`config.mk`:
```
export PLATFORM = sky130hd
export DESIGN_NAME = expression_response_unpacker_flat
export DESIGN_NICKNAME = d
export VERILOG_FILES = /design/src/rtl/expr_pkg.sv /design/src/rtl/expression_response_unpacker_if.sv /design/src/rtl/expr_misr.sv /design/src/rtl/expression_response_unpacker.sv /design/src/flat_wrapper.sv
export SDC_FILE = /design/constraint.sdc
export NUM_CORES = 1
export LEC_CHECK = 0
export ABC_AREA = 1
export CELL_PAD_IN_SITES_DETAIL_PLACEMENT = 0
export CELL_PAD_IN_SITES_GLOBAL_PLACEMENT = 2
export CORE_UTILIZATION = 25
export CTS_CLUSTER_DIAMETER = 200
export CTS_CLUSTER_SIZE = 30
export DETAILED_ROUTE_END_ITERATION = 10
export GPL_TIMING_DRIVEN = 0
export PLACE_DENSITY = 0.63
export SETUP_SLACK_MARGIN = 0.1
export SLEW_MARGIN = 5
export SYNTH_ARGS = -nofsm -noshare
export SYNTH_HDL_FRONTEND = slang
export SYNTH_SLANG_ARGS = --single-unit
```
`constraint.sdc`:
```
create_clock -name clk -period 12.1 [get_ports clk]
set_input_delay 2.42 -clock clk [delete_from_list [all_inputs] [get_ports clk]]
set_output_delay 2.42 -clock clk [all_outputs]
set_load 0.02 [all_outputs]
```
`src/rtl/expr_pkg.sv`:
```
// ============================================================================
// Module   : expr_pkg
// Brief    : Shared constants, field layout tables and beat type for the
//            expression result unpacker.
// Revision : 1.0
// ============================================================================
`default_nettype none

package expr_pkg;

  localparam int Y_W    = 90;
  localparam int NFIELD = 18;
  localparam int OUT_W  = 8;
  localparam int SIG_W  = 32;
  localparam int CNT_W  = 16;

  localparam logic [SIG_W-1:0] POLY = 32'h04C11DB7;

  // Tables are indexed by field number; element 17 is written first.
  localparam logic [NFIELD-1:0][2:0] FIELD_W = {
    3'd6, 3'd5, 3'd4,  3'd6, 3'd5, 3'd4,  3'd6, 3'd5, 3'd4,
    3'd6, 3'd5, 3'd4,  3'd6, 3'd5, 3'd4,  3'd6, 3'd5, 3'd4
  };

  localparam logic [NFIELD-1:0][6:0] FIELD_OFF = {
    7'd0,  7'd6,  7'd11, 7'd15, 7'd21, 7'd26,
    7'd30, 7'd36, 7'd41, 7'd45, 7'd51, 7'd56,
    7'd60, 7'd66, 7'd71, 7'd75, 7'd81, 7'd86
  };

  // Fields of odd groups (3..5, 9..11, 15..17) carry signed values.
  localparam logic [NFIELD-1:0] FIELD_SGN = 18'h38E38;

  typedef struct packed {
    logic [4:0]       idx;
    logic [OUT_W-1:0] data;
  } field_t;

  function automatic logic [OUT_W-1:0] ext_field(input logic [Y_W-1:0] y,
                                                 input logic [4:0]     i);
    logic [5:0]       raw;
    logic [OUT_W-1:0] r;
    raw = 6'(y >> FIELD_OFF[i]);
    case (FIELD_W[i])
      3'd4:    r = FIELD_SGN[i] ? {{4{raw[3]}}, raw[3:0]} : {4'b0, raw[3:0]};
      3'd5:    r = FIELD_SGN[i] ? {{3{raw[4]}}, raw[4:0]} : {3'b0, raw[4:0]};
      default: r = FIELD_SGN[i] ? {{2{raw[5]}}, raw[5:0]} : {2'b0, raw[5:0]};
    endcase
    return r;
  endfunction

endpackage

`default_nettype wire

```
`src/rtl/expression_response_unpacker_if.sv`:
```
// ============================================================================
// Module   : expression_response_unpacker_if
// Brief    : Packed-vector input and field-beat output handshakes.
// Revision : 1.0
// ============================================================================
`default_nettype none

interface expression_response_unpacker_if;

  logic                         in_valid;
  logic                         in_ready;
  logic [expr_pkg::Y_W-1:0]     in_y;
  logic                         out_valid;
  logic                         out_ready;
  logic [4:0]                   out_idx;
  logic [expr_pkg::OUT_W-1:0]   out_data;
  logic                         out_last;

  modport master (
    output in_valid, in_y, out_ready,
    input  in_ready, out_valid, out_idx, out_data, out_last
  );

  modport slave (
    input  in_valid, in_y, out_ready,
    output in_ready, out_valid, out_idx, out_data, out_last
  );

endinterface

`default_nettype wire

```
`src/rtl/expr_misr.sv`:
```
// ============================================================================
// Module   : expr_misr
// Brief    : 32-bit MISR over accepted result vectors plus a saturating
//            vector counter.
// Revision : 1.0
// ============================================================================
`default_nettype none

module expr_misr import expr_pkg::*; (
  input  wire logic             clk,
  input  wire logic             rst,
  input  wire logic             clear,
  input  wire logic             en,
  input  wire logic [Y_W-1:0]   y,
  output logic      [SIG_W-1:0] sig,
  output logic      [CNT_W-1:0] count
);

  logic [SIG_W-1:0] w_fold;

  assign w_fold = y[31:0] ^ y[63:32] ^ {6'b0, y[89:64]};

  // Clear takes priority over a coincident transfer.
  always_ff @(posedge clk) begin
    if (rst || clear) begin
      sig   <= '0;
      count <= '0;
    end else if (en) begin
      sig   <= {sig[SIG_W-2:0], 1'b0} ^ (sig[SIG_W-1] ? POLY : '0) ^ w_fold;
      count <= (count == {CNT_W{1'b1}}) ? count : count + 1'b1;
    end
  end

endmodule

`default_nettype wire

```
`src/rtl/expression_response_unpacker.sv`:
```
// ============================================================================
// Module   : expression_response_unpacker
// Brief    : Buffers packed 90-bit result vectors and emits their 18 fields
//            one per beat, extended to 8 bits; signs every accepted vector.
// Revision : 1.0
// ============================================================================
`default_nettype none

module expression_response_unpacker import expr_pkg::*; (
  input  wire logic                  clk,
  input  wire logic                  rst,
  expression_response_unpacker_if.slave bus,
  input  wire logic                  sig_clear,
  output logic      [SIG_W-1:0]      sig,
  output logic      [CNT_W-1:0]      vec_count
);

  typedef enum logic [0:0] {
    S_IDLE = 1'b0,
    S_EMIT = 1'b1
  } state_t;

  logic [Y_W-1:0]   r_mem [2];
  logic             r_rd;
  logic             r_wr;
  logic [1:0]       r_count;
  logic             r_in_ready;

  state_t           r_state;
  field_t           r_field;
  logic             r_out_valid;
  logic             r_out_last;

  logic             w_push;
  logic             w_beat;
  logic             w_pop;
  logic [1:0]       w_count_nxt;
  logic [Y_W-1:0]   w_head;
  logic [Y_W-1:0]   w_after;
  logic [OUT_W-1:0] w_next0;
  logic [4:0]       w_idx_inc;
  logic [OUT_W-1:0] w_ext [NFIELD];

  assign w_push      = bus.in_valid && r_in_ready;
  assign w_beat      = r_out_valid && bus.out_ready;
  assign w_pop       = w_beat && r_out_last;
  assign w_count_nxt = r_count + 2'(w_push) - 2'(w_pop);
  assign w_head      = r_mem[r_rd];
  assign w_idx_inc   = r_field.idx + 5'd1;

  // Vector that becomes head after a pop; an empty slot means the vector
  // being pushed in the same cycle.
  assign w_after = (r_count == 2'd2) ? r_mem[~r_rd] : bus.in_y;
  assign w_next0 = ext_field(w_after, 5'd0);

  for (genvar f = 0; f < NFIELD; f++) begin : g_ext
    assign w_ext[f] = ext_field(w_head, 5'(f));
  end

  always_ff @(posedge clk) begin
    if (w_push) begin
      r_mem[r_wr] <= bus.in_y;
    end
  end

  always_ff @(posedge clk) begin
    if (rst) begin
      r_rd       <= 1'b0;
      r_wr       <= 1'b0;
      r_count    <= 2'd0;
      r_in_ready <= 1'b1;
    end else begin
      if (w_push) r_wr <= ~r_wr;
      if (w_pop)  r_rd <= ~r_rd;
      r_count    <= w_count_nxt;
      r_in_ready <= (w_count_nxt != 2'd2);
    end
  end

  always_ff @(posedge clk) begin
    if (rst) begin
      r_state     <= S_IDLE;
      r_out_valid <= 1'b0;
      r_out_last  <= 1'b0;
      r_field     <= '0;
    end else begin
      case (r_state)
        S_IDLE: begin
          if (r_count != 2'd0) begin
            r_state      <= S_EMIT;
            r_out_valid  <= 1'b1;
            r_out_last   <= 1'b0;
            r_field.idx  <= 5'd0;
            r_field.data <= w_ext[0];
          end
        end
        S_EMIT: begin
          if (w_beat) begin
            if (r_out_last) begin
              r_out_last  <= 1'b0;
              r_field.idx <= 5'd0;
              if (w_count_nxt != 2'd0) begin
                r_field.data <= w_next0;
              end else begin
                r_state      <= S_IDLE;
                r_out_valid  <= 1'b0;
                r_field.data <= '0;
              end
            end else begin
              r_field.idx  <= w_idx_inc;
              r_field.data <= w_ext[w_idx_inc];
              r_out_last   <= (w_idx_inc == 5'(NFIELD - 1));
            end
          end
        end
        default: r_state <= S_IDLE;
      endcase
    end
  end

  assign bus.in_ready  = r_in_ready;
  assign bus.out_valid = r_out_valid;
  assign bus.out_idx   = r_field.idx;
  assign bus.out_data  = r_field.data;
  assign bus.out_last  = r_out_last;

  expr_misr u_misr (
    .clk   (clk),
    .rst   (rst),
    .clear (sig_clear),
    .en    (w_push),
    .y     (bus.in_y),
    .sig   (sig),
    .count (vec_count)
  );

endmodule

`default_nettype wire

```
`src/flat_wrapper.sv`:
```
// flat-port wrapper written by rule: the top's interface ports become plain ports
module expression_response_unpacker_flat import expr_pkg::*;
  (clk, rst, sig_clear, sig, vec_count, bus_in_valid, bus_in_y, bus_out_ready, bus_in_ready, bus_out_valid, bus_out_idx, bus_out_data, bus_out_last);
  expression_response_unpacker_if bus_i ();
  input  wire logic clk;
  input  wire logic rst;
  input  wire logic sig_clear;
  output logic      [SIG_W-1:0] sig;
  output logic      [CNT_W-1:0] vec_count;
  input wire logic [$bits(bus_i.in_valid)-1:0] bus_in_valid;
  input wire logic [$bits(bus_i.in_y)-1:0] bus_in_y;
  input wire logic [$bits(bus_i.out_ready)-1:0] bus_out_ready;
  output wire logic [$bits(bus_i.in_ready)-1:0] bus_in_ready;
  output wire logic [$bits(bus_i.out_valid)-1:0] bus_out_valid;
  output wire logic [$bits(bus_i.out_idx)-1:0] bus_out_idx;
  output wire logic [$bits(bus_i.out_data)-1:0] bus_out_data;
  output wire logic [$bits(bus_i.out_last)-1:0] bus_out_last;
  assign bus_i.in_valid = bus_in_valid;
  assign bus_i.in_y = bus_in_y;
  assign bus_i.out_ready = bus_out_ready;
  assign bus_in_ready = bus_i.in_ready;
  assign bus_out_valid = bus_i.out_valid;
  assign bus_out_idx = bus_i.out_idx;
  assign bus_out_data = bus_i.out_data;
  assign bus_out_last = bus_i.out_last;
  expression_response_unpacker u_core (.clk(clk), .rst(rst), .bus(bus_i), .sig_clear(sig_clear), .sig(sig), .vec_count(vec_count));
endmodule
```
; ---- Yosys cells after proc, flatten, opt, wreduce, memory -nomap -nowiden
; Memories as Yosys holds them, arrays and structs flattened. A register that Yosys moved wholly into a read port is not among the register bits.
; Cells that the tools add are included.
[classes]
div = 0
add_sub_neg = 4
n_mul = 0
bitwise_logic = 9
eq_ne = 8
muxes = 28
order_cmp = 1
n_reduce_logical = 9
shifts = 0
[op_table]
columns = op, count
row1 = 90-bit 2-to-1 mux, 1
row2 = 32-bit XOR, 2
row3 = 8-bit binary-select mux with 5-bit select, 1
row4 = 13-bit 2-to-1 mux, 3
row5 = 32-bit by 26-bit XOR with 32-bit output, 1
row6 = 32-bit by 27-bit XOR with 32-bit output, 1
row7 = 27-bit 2-to-1 mux, 1
row8 = 13-bit case mux with 2 select lines, 1
row9 = "16-bit by 1-bit adder with 16-bit output, second input constant", 1
row10 = "16-bit == test, second input constant", 1
row11 = 8-bit 2-to-1 mux, 2
row12 = 1-bit 2-to-1 mux, 15
row13 = "2-bit inequality test, second input constant", 4
row14 = "6-bit greater-or-equal comparator, second input constant", 1
row15 = 5-bit inverter with 6-bit output, 1
row16 = 1-bit case mux with 2 select lines, 3
row17 = "5-bit by 1-bit adder with 5-bit output, second input constant", 1
row18 = "5-bit == test, second input constant", 1
row19 = 4-bit 2-to-1 mux, 1
row20 = 1-bit inverter, 4
row21 = 2-bit AND reduction, 2
row22 = 4-bit AND reduction, 1
row23 = 2-bit nonzero test, 2
row24 = 1-bit logical AND, 3
row25 = 5 further kinds, 5
[totals]
register_bits = 69
out_inout_bits = 64
inputBits = 95
romBits = 0
elab_cells = 71
latch_bits = 0
mem_bits_rw = 180
memories = 1
[memory_table]
columns = name, depth, word_bits, rd, rd_ports_with_merged_regs, wr, line_no
row1 = u_core.r_mem, 2, 90, 2, 1, 1, expression_response_unpacker.sv:23  ; logic [Y_W-1:0] r_mem [2];

; ---- Longest topological paths before layout
; Gate-level depths: netlist of run 1.
[logic_depth]
ltp_word = 8
ltp_mapped = 19

; ---- By module
; From an unflattened synthesis of run 1, not the netlist that was laid out.
[hier_totals]
cells_unflattened = 1409
hier_area_um2 = 12261.8
[modules_own_cells]
columns = module, cells_per_inst, area_each_um2, n_inst, seq_area_each_um2
row1 = expression_response_unpacker, 873, 8856.0, 1, 5825.6
row2 = expr_misr, 536, 3405.8, 1, 960.9

; ---- Worst setup path before layout of run 1
; No wires, ideal clock.
[synth_path]
path_type = in2reg
startpoint = input bus_in_valid
endpoint = memory u_core.r_mem[0][0] (enable)
slack_ps = 5032
stages = 3
arrival_time_ps = 6528
cell_sequence = nand2_1 -> clkbuf_1 -> nor2_1
[synth_via]
elab_chain_cells = 3
[synth_lines]
columns = element, line_no
row1 = from (decl), flat_wrapper.sv:10  ; input wire logic [$bits(bus_i.in_valid)-1:0] bus_in_valid;
row2 = 1-bit logical AND, expression_response_unpacker.sv:44  ; assign w_push = bus.in_valid && r_in_ready;
row3 = 1-bit 2-to-1 mux, expression_response_unpacker.sv:61  ; if (w_push) begin
row4 = 1-bit 2-to-1 mux (not written as such), expression_response_unpacker.sv:62  ; r_mem[r_wr] <= bus.in_y;
row5 = to (decl), expression_response_unpacker.sv:23
; No other way between the ends.

; ---- Worst setup path after layout of run 1
[layout_path]
startpoint = input bus_in_valid
endpoint = register u_core.r_field, in the netlist u_core.bus.out_data[3]
[layout_via]
elab_chain_cells = 8
[layout_lines]
columns = element, line_no
row1 = 1-bit logical AND, expression_response_unpacker.sv:44
row2 = net u_core.u_misr.en, expr_misr.sv:13  ; input wire logic en,
row3 = 2-bit by 1-bit adder with 2-bit output, expression_response_unpacker.sv:47  ; assign w_count_nxt = r_count + 2'(w_push) - 2'(w_pop);
row4 = 2-bit by 1-bit subtractor with 2-bit output, expression_response_unpacker.sv:47
row5 = 2-bit nonzero test, expression_response_unpacker.sv:102  ; if (w_count_nxt != 2'd0) begin
row6 = 4-bit 2-to-1 mux, expression_response_unpacker.sv:102
row7 = 13-bit 2-to-1 mux, expression_response_unpacker.sv:99  ; if (r_out_last) begin
row8 = 13-bit 2-to-1 mux, expression_response_unpacker.sv:98  ; if (w_beat) begin
row9 = 13-bit case mux with 2 select lines, expression_response_unpacker.sv:87  ; case (r_state)
row10 = to (decl), expression_response_unpacker.sv:30  ; field_t r_field;
; The timed path passes the listed nets, and every way through them passes these cells. The select of a mux whose other input is x is not followed.
; A chain may end at the register's enable or synchronous reset.

==> results of run 1 <==
==> area by class of cell <==
class,count,share of cell area (%)
inverter,109,2.86
clock buffer,19,2.41
antenna,2,0.0347
buffer,46,1.94
sequential,249,47.1
clock inverter,1,0.208
tap,600,5.21
timing repair buffer,166,12.3
multi-input combinational,744,27.9
==> worst min-delay path: cells and delay by family, from the launching register on <==
family,cells,cell delay (ps)
flops,1,330
simple gates,1,60
compound gates,1,50
==> synth_stat cells (all sizes together) <==
library cell | count | share of area, %
o22ai | 7 | 0.38
clkbuf | 12 | 0.39
o221ai | 1 | 0.076
edfxtp | 180 | 47
nor2 | 131 | 4.6
a211oi | 2 | 0.13
and3 | 1 | 0.055
a31oi | 2 | 0.11
and2 | 1 | 0.055
xor2 | 33 | 2.6
nor3 | 8 | 0.45
nor4 | 3 | 0.16
buf | 34 | 2.0
o211ai | 19 | 1.3
nand3 | 35 | 1.6
inv | 106 | 3.5
o21bai | 12 | 0.78
clkinv | 3 | 0.098
ha | 5 | 0.54
nand4 | 6 | 0.33
dfxtp | 69 | 12
a21boi | 2 | 0.13
a21oi | 59 | 2.8
nor3b | 2 | 0.17
nand2 | 216 | 7.3
or2 | 3 | 0.16
o21ai | 120 | 5.3
xnor2 | 76 | 6.0
==> layer usage <==
metal  vias up  track usage (%)
met1      4140             23.8
met5         -                0
met2       173             29.1
li1       4187                -
met3        15             2.12
met4         2             1.88
==> registers in the layout, summed over array words and instances, names as in the netlist, named ones only <==
name / count
u_core.u_misr.count: 16
u_core.bus.out_last: 1
u_core.r_state: 1
u_core.bus.out_idx: 5
u_core.u_misr.sig: 32
u_core.r_rd: 1
u_core.r_wr: 1
u_core.bus.out_data: 7
u_core.bus.in_ready: 1
u_core.bus.out_valid: 1
u_core.r_count: 2
u_core.r_mem: 180
==> worst max path at each step <==
stage / from / slack [ps] / cells after the start / endpoint
after floorplan: bus_in_valid / 5030 / 3 / u_core.r_mem[0][0]
after global placement: bus_in_valid / 1150 / 4 / u_core.r_mem[0][6]
after detailed placement: bus_in_valid / 6260 / 13 / u_core.bus.out_data[3]
after CTS: bus_in_valid / 6800 / 13 / u_core.bus.out_data[3]
after global routing: bus_in_valid / 6670 / 13 / u_core.bus.out_data[3]
final: bus_in_valid / 6910 / 13 / u_core.bus.out_data[3]
==> power breakdown <==
part | switching [W] | total, W | internal (W)
Combinational | 0.000281 | 0.000441 | 0.000161
Clock | 0.000290 | 0.000497 | 0.000208
Sequential | 0.0000232 | 0.000997 | 0.000974
==> cells by family after synthesis <==
logic type      Yosys count  synth area share, %
xor+xnor                109                 8.61
fa+ha+maj                 5                0.545
simple gates            406                 14.8
compound gates          224                 10.9
buf+inv                 155                 6.01
flops                   249                 59.1
==> metrics by stage <==
| step | worst slack (ps) | area (µm²) | util (%) |
|---|---|---|---|
| final | 6910 | 14400 | 31.8 |
| after detailed placement | 6260 | 14000 | 30.9 |
| after global routing | 6670 | 14400 | 31.8 |
| after floorplan | 5030 | 11500 | - |
| after CTS | 6800 | 14400 | 31.8 |
| after global placement | 1150 | 13800 | 30.4 |
==> results_dict.tcl, run 1 <==
set metrics [dict create \
    cts_root_buf "clkbuf_16" \
    p_leak_nw 5.26 \
    ctsResizeCount 0 \
    synth_cell_types 49 \
    clk_latency_ps 500 \
    drc 0 \
    crit_family "buffers and inverters" \
    place_inst 1914 \
    track_usage_pct 17.1 \
    worstPathArrival_ps 5640 \
    antenna_found_initial 1 \
    final_common_cell "nand2_1" \
    whs_endpoint "u_core.bus.out_data[5]" \
    tns_ps 0 \
    first_global_vias 8341 \
    grt_pass1_wl_um 58000 \
    ys_seq_area_share_pct 59.1 \
    finalNonFillerCells 1936 \
    drt-vias-per-instance 4.40 \
    layout_min_cycle_time_ps 5190 \
    nFillCells 4688 \
    cts_made_buffers 12 \
    hold_path_startpoint "u_core.bus.out_data[5]" \
    postRouteAntennaNets 0 \
    dr_wl_met2_um 19500 \
    ys_ff_latch 249 \
    clk_pin_slew_worst_paths_ps 130 \
    worstRegToRegCells 12 \
    final_nets 1428 \
    hold_ws_ps 474 \
    power_density_mw_per_mm2 134 \
    fmax_mhz 193 \
    top_layer "met5" \
    worstSetupPathType "in -> reg" \
    cts_hold_buffers 0 \
    final-max-slew-violation-count 0 \
    setup_violations 0 \
    boundaryPins 159 \
    p_total_w 0.00194 \
    wl_met3_um 1690 \
    reg2reg_slack_ps 8830 \
    num_rows 78 \
    worstPathCellList "clkdlybuf4s50_1 > nand2_1 > inv_2 > buf_1 > ha_1 > xnor2_1 > xnor2_1 > o21ai_0 > nor2_1 > nand2_1 > nand3_1 > inv_1 > a21oi_2" \
    cpMaxStageDelayCell "buf_1" \
    synth.cell_area_mm2 0.0115 \
    critical_path_buf_inv_count 4 \
    relSlewSlack_pct 35.4 \
    drt_iter0_markers 488 \
    dp_hpwl_um 30500 \
    ir_drop_mv 0.0764 \
    wl_um 40300 \
    outcome "completed" \
    met1Wirelength_um 18800 \
    hold_viol_final 0 \
    fin_worst_skew_ps 25.0 \
    yosys_warnings 0 \
    max_cap_violations 0 \
    period_share_pct 42.9 \
    multiInputGateArea_mm2 0.00402 \
    initial_core_util_pct 25.3 \
    port_buffers 158 \
    whs_path_depth 2 \
    worstPathRequired_ps 12550 \
    die_w_um 216 \
    rsz0062_at_grt "false" \
    cts_tree "yes" \
    hp-class "reg -> reg" \
    r2r-end "u_core.bus.out_data[3]" \
    synth_nets 1248 \
    syn_to_final_growth_pct 25.5 \
    layout-drive-gt1-share_pct 6.97 \
    max_stage_delay_ps 730 \
    worst_pin_slew_ps 966 \
    critPathLaunchType "input port" \
    final_cell_mix "209 x nand2_1, 180 x edfxtp_1, 158 x clkdlybuf4s50_1, 123 x nor2_1, 98 x inv_1" \
    cp-end-kind "flop" \
    coreArea_mm2 0.0454 \
    clock_sinks 249 \
    overflow 0 \
    postSynthCellCount 1148 \
    dieArea_mm2 0.0468 \
    syn_area_per_cell_um2 10.0 \
    clockBufferDepth 3 \
    cts_setup_buffers 0 \
    wl_per_cell_um 20.8 \
    grt_max_degree 32 \
    vias 8517 \
    htreeDepth 1 \
    crit_fanout 10 \
    die_height_um 216 \
    firstDrtPassIters 6 \
    r2r_start "u_core.bus.in_ready" \
    gp_congestion 0.803 \
    seq_area_mm2 0.00679 \
]
No activity file was read; power rests on OpenSTA's default activity.
==> run 2, diff against run 1 <==
- PLACE_DENSITY: 0.63 -> 0.66
- clock period: 12.1 -> 4.15 ns (I/O delays scaled with it)
==> run 2 against run 1 <==
Effect of this change: count of clock-buffer cells in the layout stayed put; register-to-register slack got worse by 7900 ps; highest routed layer is now met4; clock power grew to 2.9 times the previous value; worst setup slack worse by 6300 ps.
==> results_dict.tcl, run 2 (synthesized netlist as in run 1, its figures left out) <==
set metrics [dict create \
    power.share.combinational_pct 22.5 \
    crit_fanout 10 \
    power_density_mw_per_mm2 391 \
    final-max-slew-violation-count 0 \
    ctsResizeCount 0 \
    antenna_cells 0 \
    drc 0 \
    largest-register "u_core.r_mem" \
    placement.cell_area_mm2 0.0140 \
    syn_to_final_growth_pct 24.8 \
    postRouteAntennaNets 0 \
    dieArea_mm2 0.0468 \
    cts_setup_buffers 0 \
    die_height_um 216 \
    hold_viol_final 0 \
    p_sw_w 0.00171 \
    rsz0062_at_grt "false" \
    port_buffers 158 \
    place_inst 1912 \
    grt_pass1_wl_um 58200 \
    worstPathRequired_ps 4590 \
    period_share_pct 85.8 \
    boundaryPins 159 \
    outcome "completed" \
    finalInstanceArea_mm2 0.0143 \
    htreeDepth 1 \
    wl_um 39900 \
    tns_ps 0 \
    clock_sinks 249 \
    drt_iter0_markers 568 \
    coreArea_mm2 0.0454 \
    first_global_vias 8554 \
    max_cap_violations 0 \
    final_util_pct 31.6 \
    cts_hold_buffers 0 \
    overflow 0 \
    drt-vias-per-instance 4.42 \
    layout_min_cycle_time_ps 3560 \
    hold_ws_ps 474 \
    critPathLaunchType "input port" \
    firstDrtPassIters 5 \
    fmax_mhz 281 \
    hp-class "reg -> reg" \
    p_seq_share_pct 51.8 \
    fin_worst_skew_ps 33.1 \
    grt_max_degree 32 \
    vias 8547 \
    largest_reg_flops 180 \
    cts_tree "yes" \
    dp_hpwl_um 30300 \
    cts_root_buf "clkbuf_16" \
    worstSetupPathType "in -> reg" \
    layout-drive-gt1-share_pct 6.83 \
    num_rows 78 \
    p_leak_nw 5.22 \
    cp-end-kind "flop" \
    nFillCells 4766 \
    clk_latency_ps 500 \
    ir_drop_mv 0.206 \
    clkPwrFrac_pct 25.7 \
    final_cell_mix "209 x nand2_1, 180 x edfxtp_1, 158 x clkdlybuf4s50_1, 123 x nor2_1, 98 x inv_1" \
    setup_violations 0 \
    antenna_found_initial 0 \
    intPower_w 0.00390 \
    wl_per_cell_um 20.7 \
    die_w_um 216 \
    gp_congestion 0.841 \
    cts_made_buffers 12 \
    final_common_cell "nand2_1" \
    finalNonFillerCells 1932 \
    final_nets 1426 \
    top_regs "u_core.r_mem x180, u_core.u_misr.sig x32, u_core.u_misr.count x16" \
    track_usage_pct 17.0 \
    relSlewSlack_pct 31.6 \
    worstPathArrival_ps 4010 \
    clockBufferDepth 3 \
    worst_pin_slew_ps 1020 \
    initial_core_util_pct 25.3 \
    clk_pin_slew_worst_paths_ps 120 \
    switching_share_pct 30.5 \
]
[run 2: cell types whose count changed in the layout (fill, tap and decap cells not counted)]
cell / previous run / this run
buf_12: 3 / 6
diode_2: 2 / 0
buf_16: 5 / 0
[run 2: per-layer routing]
layer / global-route usage, % / up-vias / part of all wire (%)
li1: - / 4180 / -
met1: 23.0 / 4152 / 46
met2: 29.1 / 188 / 49
met3: 2.50 / 27 / 4.3
met4: 2.68 / 0 / 1.2
met5: 0 / - / 0
[run 2: worst max-delay path, cell delays in order]
cell and delay [ps]:
clkdlybuf4s50_1 460, nand2_1 340, inv_2 350, buf_1 680, ha_1 290, xnor2_1 130
xnor2_1 150, o21ai_0 170, nor2_1 230, nand2_1 90, nand3_1 80, inv_1 60
a21oi_2 110
[run 2: path summary, 6_finish.rpt]
path | start | endpoint | slack [ps] | cells past startpoint
setup / recovery | bus_in_valid | u_core.bus.out_data[3] | 590 | 13
hold / removal | u_core.bus.out_data[5] | u_core.bus.out_data[5] | 470 | 2
setup reg to reg | u_core.bus.in_ready | u_core.bus.out_data[3] | 960 | 12
hold reg to reg | u_core.bus.out_data[5] | u_core.bus.out_data[5] | 470 | 2
[run 2: power by group through the flow]
stage          logic [W]  registers [W]  clock network [W]
4_1_cts          0.00129        0.00291            0.00149
2_1_floorplan   0.000663        0.00300                  0
5_1_grt          0.00139        0.00292            0.00157
3_3_place_gp     0.00125        0.00298                  0
3_5_place_dp     0.00128        0.00297                  0
6_report         0.00126        0.00291            0.00144
[run 2: area by class of cell]
| cell class | instances | area, µm² | share of cell area [%] |
|---|---|---|---|
| buffer | 46 | 279 | 1.95 |
| multi-input combinational | 744 | 4020 | 28.1 |
| clock buffer | 19 | 348 | 2.43 |
| sequential | 249 | 6790 | 47.4 |
| inverter | 109 | 412 | 2.87 |
| tap | 600 | 751 | 5.24 |
| clock inverter | 1 | 30.0 | 0.210 |
| timing repair buffer | 164 | 1700 | 11.9 |
[run 2: metrics by stage]
stage | total power (W) | worst slack, ps
after detailed placement | 0.00425 | -10.7
after CTS | 0.00569 | 507
after global placement | 0.00424 | -2540
after global routing | 0.00589 | 269
after floorplan | 0.00366 | 174
final | 0.00561 | 588
